==> src/rtl/pong_frame_ctrl.sv <==
// pong_frame_ctrl: custom-instruction front end and per-frame game engine for
// a two-bar pong game. Bar positions are written into shadow registers and only
// become visible at the start of vertical blanking, so the picture never tears.
// Each frame the engine commits pending bars, moves the ball, then resolves
// walls, bar hits and misses.
module pong_frame_ctrl #(
    parameter int BAR1_X = 20,
    parameter int BAR2_X = 620,
    parameter int BAR_W  = 10,
    parameter int BAR_H  = 60,
    parameter int BALL_S = 8,
    parameter int STEP   = 2
) (
    input  logic        CLK,
    input  logic        RST_BTN,
    input  logic        CLK_EN,
    input  logic        START,
    input  logic [31:0] dataa,
    input  logic        i_frame_end,
    output logic        o_done,
    output logic [31:0] o_result,
    output logic [9:0]  o_ybar1,
    output logic [9:0]  o_ybar2,
    output logic [9:0]  o_ball_x,
    output logic [8:0]  o_ball_y
);

    typedef enum logic [1:0] {ST_IDLE, ST_COMMIT, ST_MOVE, ST_BOUNCE} state_e;

    localparam logic [1:0] OP_BAR1   = 2'b00;
    localparam logic [1:0] OP_BAR2   = 2'b01;
    localparam logic [1:0] OP_STATUS = 2'b10;
    localparam logic [1:0] OP_RESET  = 2'b11;

    localparam logic [9:0] YBAR_MAX  = 10'(480 - BAR_H);
    localparam logic [9:0] YBAR_INIT = 10'd210;
    localparam logic [9:0] X_CENTER  = 10'((640 - BALL_S) / 2);
    localparam logic [8:0] Y_CENTER  = 9'((480 - BALL_S) / 2);

    // Signed 11-bit geometry so a step past the left/top edge stays negative.
    localparam logic signed [10:0] S_ZERO    = 11'sd0;
    localparam logic signed [10:0] S_STEP    = 11'(STEP);
    localparam logic signed [10:0] Y_LIMIT   = 11'(480 - BALL_S);
    localparam logic signed [10:0] X_LIMIT   = 11'(640 - BALL_S);
    localparam logic signed [10:0] BAR1_EDGE = 11'(BAR1_X + BAR_W);
    localparam logic signed [10:0] BAR2_EDGE = 11'(BAR2_X - BALL_S);
    localparam logic [10:0]        BALL_SPAN = 11'(BALL_S);
    localparam logic [10:0]        BAR_SPAN  = 11'(BAR_H);

    state_e             state_q, state_d;
    logic               done_q, done_d;
    logic [31:0]        result_q, result_d;
    logic [9:0]         ybar1_q, ybar1_d, ybar2_q, ybar2_d;
    logic [9:0]         shadow1_q, shadow1_d, shadow2_q, shadow2_d;
    logic               pend1_q, pend1_d, pend2_q, pend2_d;
    logic [3:0]         score1_q, score1_d, score2_q, score2_d;
    logic [9:0]         ball_x_q, ball_x_d;
    logic [8:0]         ball_y_q, ball_y_d;
    logic               dx_neg_q, dx_neg_d, dy_neg_q, dy_neg_d;
    logic signed [10:0] nx_q, nx_d, ny_q, ny_d;

    logic               accept;
    logic [9:0]         clamped;
    logic [8:0]         y_new;
    logic               dy_new;
    logic [10:0]        y_ext;
    logic               overlap1, overlap2, hit1, hit2;
    logic               unused_dataa;

    assign accept       = CLK_EN & START;
    assign clamped      = (dataa[9:0] > YBAR_MAX) ? YBAR_MAX : dataa[9:0];
    assign unused_dataa = ^dataa[29:10];

    // Next-state logic: frame sequencing first, then the command, which may
    // override frame updates (reset game) or re-arm a pending flag just cleared.
    always_comb begin
        // NOTE: every _d gets a default up front so no path can infer a latch.
        state_d   = state_q;
        done_d    = accept;
        result_d  = '0;
        ybar1_d   = ybar1_q;
        ybar2_d   = ybar2_q;
        shadow1_d = shadow1_q;
        shadow2_d = shadow2_q;
        pend1_d   = pend1_q;
        pend2_d   = pend2_q;
        score1_d  = score1_q;
        score2_d  = score2_q;
        ball_x_d  = ball_x_q;
        ball_y_d  = ball_y_q;
        dx_neg_d  = dx_neg_q;
        dy_neg_d  = dy_neg_q;
        nx_d      = nx_q;
        ny_d      = ny_q;
        y_new     = ball_y_q;
        dy_new    = dy_neg_q;
        y_ext     = '0;
        overlap1  = 1'b0;
        overlap2  = 1'b0;
        hit1      = 1'b0;
        hit2      = 1'b0;

        unique case (state_q)
            ST_IDLE: begin
                if (i_frame_end) state_d = ST_COMMIT;
            end
            ST_COMMIT: begin
                if (pend1_q) begin
                    ybar1_d = shadow1_q;
                    pend1_d = 1'b0;
                end
                if (pend2_q) begin
                    ybar2_d = shadow2_q;
                    pend2_d = 1'b0;
                end
                state_d = ST_MOVE;
            end
            ST_MOVE: begin
                nx_d    = dx_neg_q ? $signed({1'b0, ball_x_q}) - S_STEP
                                   : $signed({1'b0, ball_x_q}) + S_STEP;
                ny_d    = dy_neg_q ? $signed({2'b00, ball_y_q}) - S_STEP
                                   : $signed({2'b00, ball_y_q}) + S_STEP;
                state_d = ST_BOUNCE;
            end
            ST_BOUNCE: begin
                if (ny_q <= S_ZERO) begin
                    y_new  = '0;
                    dy_new = 1'b0;
                end else if (ny_q >= Y_LIMIT) begin
                    y_new  = Y_LIMIT[8:0];
                    dy_new = 1'b1;
                end else begin
                    y_new  = ny_q[8:0];
                    dy_new = dy_neg_q;
                end
                y_ext    = {2'b00, y_new};
                overlap1 = (y_ext + BALL_SPAN > {1'b0, ybar1_q}) &&
                           (y_ext < {1'b0, ybar1_q} + BAR_SPAN);
                overlap2 = (y_ext + BALL_SPAN > {1'b0, ybar2_q}) &&
                           (y_ext < {1'b0, ybar2_q} + BAR_SPAN);
                hit1     = dx_neg_q && (nx_q <= BAR1_EDGE) && overlap1;
                hit2     = !dx_neg_q && (nx_q >= BAR2_EDGE) && overlap2;

                if (hit1) begin
                    ball_x_d = BAR1_EDGE[9:0];
                    ball_y_d = y_new;
                    dx_neg_d = 1'b0;
                    dy_neg_d = dy_new;
                end else if (hit2) begin
                    ball_x_d = BAR2_EDGE[9:0];
                    ball_y_d = y_new;
                    dx_neg_d = 1'b1;
                    dy_neg_d = dy_new;
                end else if (nx_q <= S_ZERO) begin
                    score2_d = (score2_q == 4'hF) ? score2_q : score2_q + 4'd1;
                    ball_x_d = X_CENTER;
                    ball_y_d = Y_CENTER;
                    dx_neg_d = ~dx_neg_q;
                end else if (nx_q >= X_LIMIT) begin
                    score1_d = (score1_q == 4'hF) ? score1_q : score1_q + 4'd1;
                    ball_x_d = X_CENTER;
                    ball_y_d = Y_CENTER;
                    dx_neg_d = ~dx_neg_q;
                end else begin
                    ball_x_d = nx_q[9:0];
                    ball_y_d = y_new;
                    dy_neg_d = dy_new;
                end
                state_d = ST_IDLE;
            end
            default: state_d = ST_IDLE;
        endcase

        if (accept) begin
            unique case (dataa[31:30])
                OP_BAR1: begin
                    shadow1_d = clamped;
                    pend1_d   = 1'b1;
                    result_d  = {22'd0, clamped};
                end
                OP_BAR2: begin
                    shadow2_d = clamped;
                    pend2_d   = 1'b1;
                    result_d  = {22'd0, clamped};
                end
                OP_STATUS: begin
                    result_d = {score1_q, score2_q, 2'b00, pend2_q, pend1_q,
                                ybar2_q, ybar1_q};
                end
                OP_RESET: begin
                    // Game reset wins over any in-flight frame work, including
                    // a commit: pending bars stay pending.
                    state_d  = ST_IDLE;
                    ybar1_d  = ybar1_q;
                    ybar2_d  = ybar2_q;
                    pend1_d  = pend1_q;
                    pend2_d  = pend2_q;
                    score1_d = '0;
                    score2_d = '0;
                    ball_x_d = X_CENTER;
                    ball_y_d = Y_CENTER;
                    dx_neg_d = 1'b0;
                    dy_neg_d = 1'b0;
                end
                default: result_d = '0;
            endcase
        end
    end

    // State registers: every flop has an asynchronous reset value.
    always_ff @(posedge CLK or negedge RST_BTN) begin
        if (!RST_BTN) begin
            state_q   <= ST_IDLE;
            done_q    <= 1'b0;
            result_q  <= '0;
            ybar1_q   <= YBAR_INIT;
            ybar2_q   <= YBAR_INIT;
            shadow1_q <= YBAR_INIT;
            shadow2_q <= YBAR_INIT;
            pend1_q   <= 1'b0;
            pend2_q   <= 1'b0;
            score1_q  <= '0;
            score2_q  <= '0;
            ball_x_q  <= X_CENTER;
            ball_y_q  <= Y_CENTER;
            dx_neg_q  <= 1'b0;
            dy_neg_q  <= 1'b0;
            nx_q      <= '0;
            ny_q      <= '0;
        end else begin
            // NOTE: non-blocking assignments so every flop samples pre-edge values.
            state_q   <= state_d;
            done_q    <= done_d;
            result_q  <= result_d;
            ybar1_q   <= ybar1_d;
            ybar2_q   <= ybar2_d;
            shadow1_q <= shadow1_d;
            shadow2_q <= shadow2_d;
            pend1_q   <= pend1_d;
            pend2_q   <= pend2_d;
            score1_q  <= score1_d;
            score2_q  <= score2_d;
            ball_x_q  <= ball_x_d;
            ball_y_q  <= ball_y_d;
            dx_neg_q  <= dx_neg_d;
            dy_neg_q  <= dy_neg_d;
            nx_q      <= nx_d;
            ny_q      <= ny_d;
        end
    end

    assign o_done   = done_q;
    assign o_result = result_q;
    assign o_ybar1  = ybar1_q;
    assign o_ybar2  = ybar2_q;
    assign o_ball_x = ball_x_q;
    assign o_ball_y = ball_y_q;

endmodule

==> config.mk <==
export PLATFORM = sky130hd
export DESIGN_NAME = pong_frame_ctrl
export DESIGN_NICKNAME = d
export VERILOG_FILES = /design/src/rtl/pong_frame_ctrl.sv
export SDC_FILE = /design/constraint.sdc
export NUM_CORES = 1
export LEC_CHECK = 0
export CAP_MARGIN = 10
export CORE_MARGIN = 2
export CORE_UTILIZATION = 45
export CTS_BUF_LIST = sky130_fd_sc_hd__clkbuf_8
export DETAILED_ROUTE_END_ITERATION = 8
export MAX_ROUTING_LAYER = met4
export PLACE_DENSITY = 0.76
export SETUP_SLACK_MARGIN = 0.3
export SKIP_CTS_REPAIR_TIMING = 1
export SLEW_MARGIN = 40
export SYNTH_ARGS = -nofsm -noshare
export SYNTH_HDL_FRONTEND = slang
export SYNTH_SLANG_ARGS = --single-unit
export TNS_END_PERCENT = 20
==> constraint.sdc <==
create_clock -name CLK -period 3.8 [get_ports CLK]
set_input_delay 0.76 -clock CLK [delete_from_list [all_inputs] [get_ports CLK]]
set_output_delay 0.76 -clock CLK [all_outputs]
set_load 0.02 [all_outputs]
==> results.tsv <==
metric	value	unit
ys_seq_elements	126	
die_x	128	um
clkLatencyLatePin	470	ps
fill_cells	1275	
root_buffer	clkbuf_8	
syn2layout_area_growth	25.0	%
gp_congestion	0.932	
fin_area	8580	um^2
maxSlewHeadroom	46.6	%
cp_max_fo	7	
required	4140	ps
place_ws	124	ps
criticalPathCategory	flip-flop to flip-flop	
yosysTopAreaCellShare	36.5	%
setup_viol	0	
dr_wl_met3	729	um
multi_input_area	3530	um^2
die_area	16300	um^2
slew_violations	0	
grt_antenna_before_repair	0	
ys_seq_area_share	46.4	%
finClkSkew	15.1	ps
p_leak	3.83	nW
yosysMostFrequentCell	dfrtp_1	
placed_cells	948	
numPortBuffers	86	
synth_edf_count	0	
path_cells	a21oi_1 > o21ai_1 > buf_4 > nor2b_4 > nand2_2 > inv_2 > nand3_2 > mux2_4 > ha_1 > nand4_1 > nor3_2 > a2111o_1 > a311o_2 > buf_4 > and3_4 > o311a_1	
regArea	3190	um^2
overflow	0	
drv_cap	0	
cts_tree	built	
yosys-top-cells-area	dfrtp_1 36%, dfstp_2 10%, ha_1 9.7%	
worstMarginPinSlew	801	ps
clkSinkCount	126	
critical_path_arrival	3910	ps
rows	45	
irDropWorstVdd	0.328	mV
dpl.hpwl	12.1	mm
synth.largest_area_cell	dfrtp_1	
via_per_inst	5.50	
first_pass_iters	5	
dr_wl_met2	8.01	mm
layout_setup_ws	237	ps
drt-met1-wl	7.58	mm
antenna_cells	0	
crit_buf_inv	3	
final_net_count	875	
synth.avg_cell_area	10.3	um^2
die_h	128	um
status	completed	
vias	5414	
htree_levels	4	
grt_max_degree	71	
highest_layer	met4	
synth_cell_types	70	
fmax	281	MHz
crit_slowest_cell	dfrtp_2	
cts_buffers	17	
critPathMostFrequentCell	buf_4	
pin_count	109	
design.core.area	15000	um^2
ys_async_sr_fraction	100	%
yosys_most_used_dff	dfrtp_1	
wl	16.6	mm
start_util	45.7	%
fin_cells	984	
cts.clk_slew.worst_paths	70	ps
power-per-cell-area	819	nW/um^2
grt_pass1_vias	5314	
r2r_cells	16	
ys_top_cells_by_count	100 x dfrtp_1, 56 x nand2_1, 53 x ha_1, 53 x o21ai_0	
crit_path_end_kind	flip-flop	
drive_gt1_share	18.8	%
detail_route.wl_per_cell	16.9	um
post-route-drc-count	0	
cpPeakStageDelay	460	ps
hold_class	primary input to async pin	
power.total	7.03	mW
cp.depth	16	
fin_crit	3560	ps
grtUsageTotal	22.0	%
grt_pass1_wl	27.0	mm
final.setup.tns	0	ps
rsz0062_at_grt	true	
worstSetupStartpointType	flip-flop	
cts_buffer_depth	2	
finalHoldViolCount	0	
postPlaceCellArea	8070	um^2
period_share	93.8	%
synthCells	669	
yosysWarningCount	0	
drtAntennaViolNets	0	
syn_area	6860	um^2
cp_top_family	compound AO/OA/AOI/OAI gates	
drt-initial-drc-count	379	
report_power, final:
part           total, mW  switching, mW  internal [mW]  leakage [nW]
Sequential          2.21          0.461           1.75          1.57
Clock               1.14          0.558          0.577         0.185
Combinational       3.68           1.94           1.74          2.07
Total               7.03           2.96           4.07          3.83
through the flow:
step	util, %	hold slack (ps)
finish	57.1	260
global route	57.1	288
CTS	56.2	369
detailed placement	53.7	466
global placement	53.7	458
floorplan	-	446
logic make-up after synthesis:
| group | after synthesis | share of synthesized area [%] |
|---|---|---|
| AOI/OAI and AO/OA | 152 | 14.8 |
| xor gates and xnor gates | 21 | 2.68 |
| adders and majority gates | 54 | 9.95 |
| buffers and inverters | 63 | 3.68 |
| DFF | 126 | 46.4 |
| muxes | 38 | 6.16 |
| other | 1 | 0.0546 |
| and+or+nand+nor | 214 | 16.3 |
cell type report:
type	count	share of cell area (%)
Tap cell	188	2.74
Clock inverter	14	1.72
Inverter	42	1.84
Sequential cell	126	37.1
Clock buffer	17	2.73
Multi-Input combinational cell	483	41.2
Timing Repair Buffer	114	12.7
layout by cell type, fill, tap and decap left out, drive strengths merged, types with 5 or more instances in the layout:
cell type / netlist / final
clkbuf: 15 / 17
clkinv: 0 / 6
and3: 8 / 8
nor4: 6 / 6
a211oi: 8 / 8
xnor2: 20 / 20
nor2b: 14 / 14
nand2: 56 / 56
dfrtp: 100 / 100
nand4: 5 / 5
and2: 27 / 27
a21o: 6 / 6
or3: 5 / 5
nand2b: 6 / 6
nor2: 42 / 42
a22o: 12 / 12
buf: 6 / 29
dfstp: 26 / 26
clkdlybuf4s50: 0 / 85
ha: 53 / 53
a31oi: 7 / 7
mux2: 34 / 34
nand3: 19 / 19
a21oi: 27 / 27
inv: 42 / 44
nor3: 9 / 9
o21ai: 54 / 54
sequential cells by signal, indices dropped and copies added (netlist names), 2 cells and up:
register	count
score1_q	4
nx_q	11
o_ball_x	10
o_ybar2	10
shadow2_q	10
shadow1_q	10
o_ball_y	9
o_ybar1	10
ny_q	11
score2_q	4
state_q	2
o_result	30
metal layers:
layer / up-vias / track usage [%]
met5: - / -
met4: 0 / 7.95
met3: 30 / 4.61
met2: 153 / 34.8
met1: 2606 / 28.1
li1: 2625 / -
final timing paths:
check                                          from                        to  slack [ps]
setup / recovery                ny_q[3]$_DFFE_PN0P_        dy_neg_q$_DFF_PN0_         240
setup reg to reg                ny_q[3]$_DFFE_PN0P_        dy_neg_q$_DFF_PN0_         240
max in group asynchronous                   RST_BTN    o_ybar1[1]$_DFFE_PN1P_        2750
min in group CLK           shadow1_q[3]$_DFFE_PN0P_  shadow1_q[3]$_DFFE_PN0P_         480
hold / removal                              RST_BTN    o_result[25]$_DFF_PN0_         260
hold reg to reg            shadow1_q[3]$_DFFE_PN0P_  shadow1_q[3]$_DFFE_PN0P_         480
No activity file was read; power rests on OpenSTA's default activity.
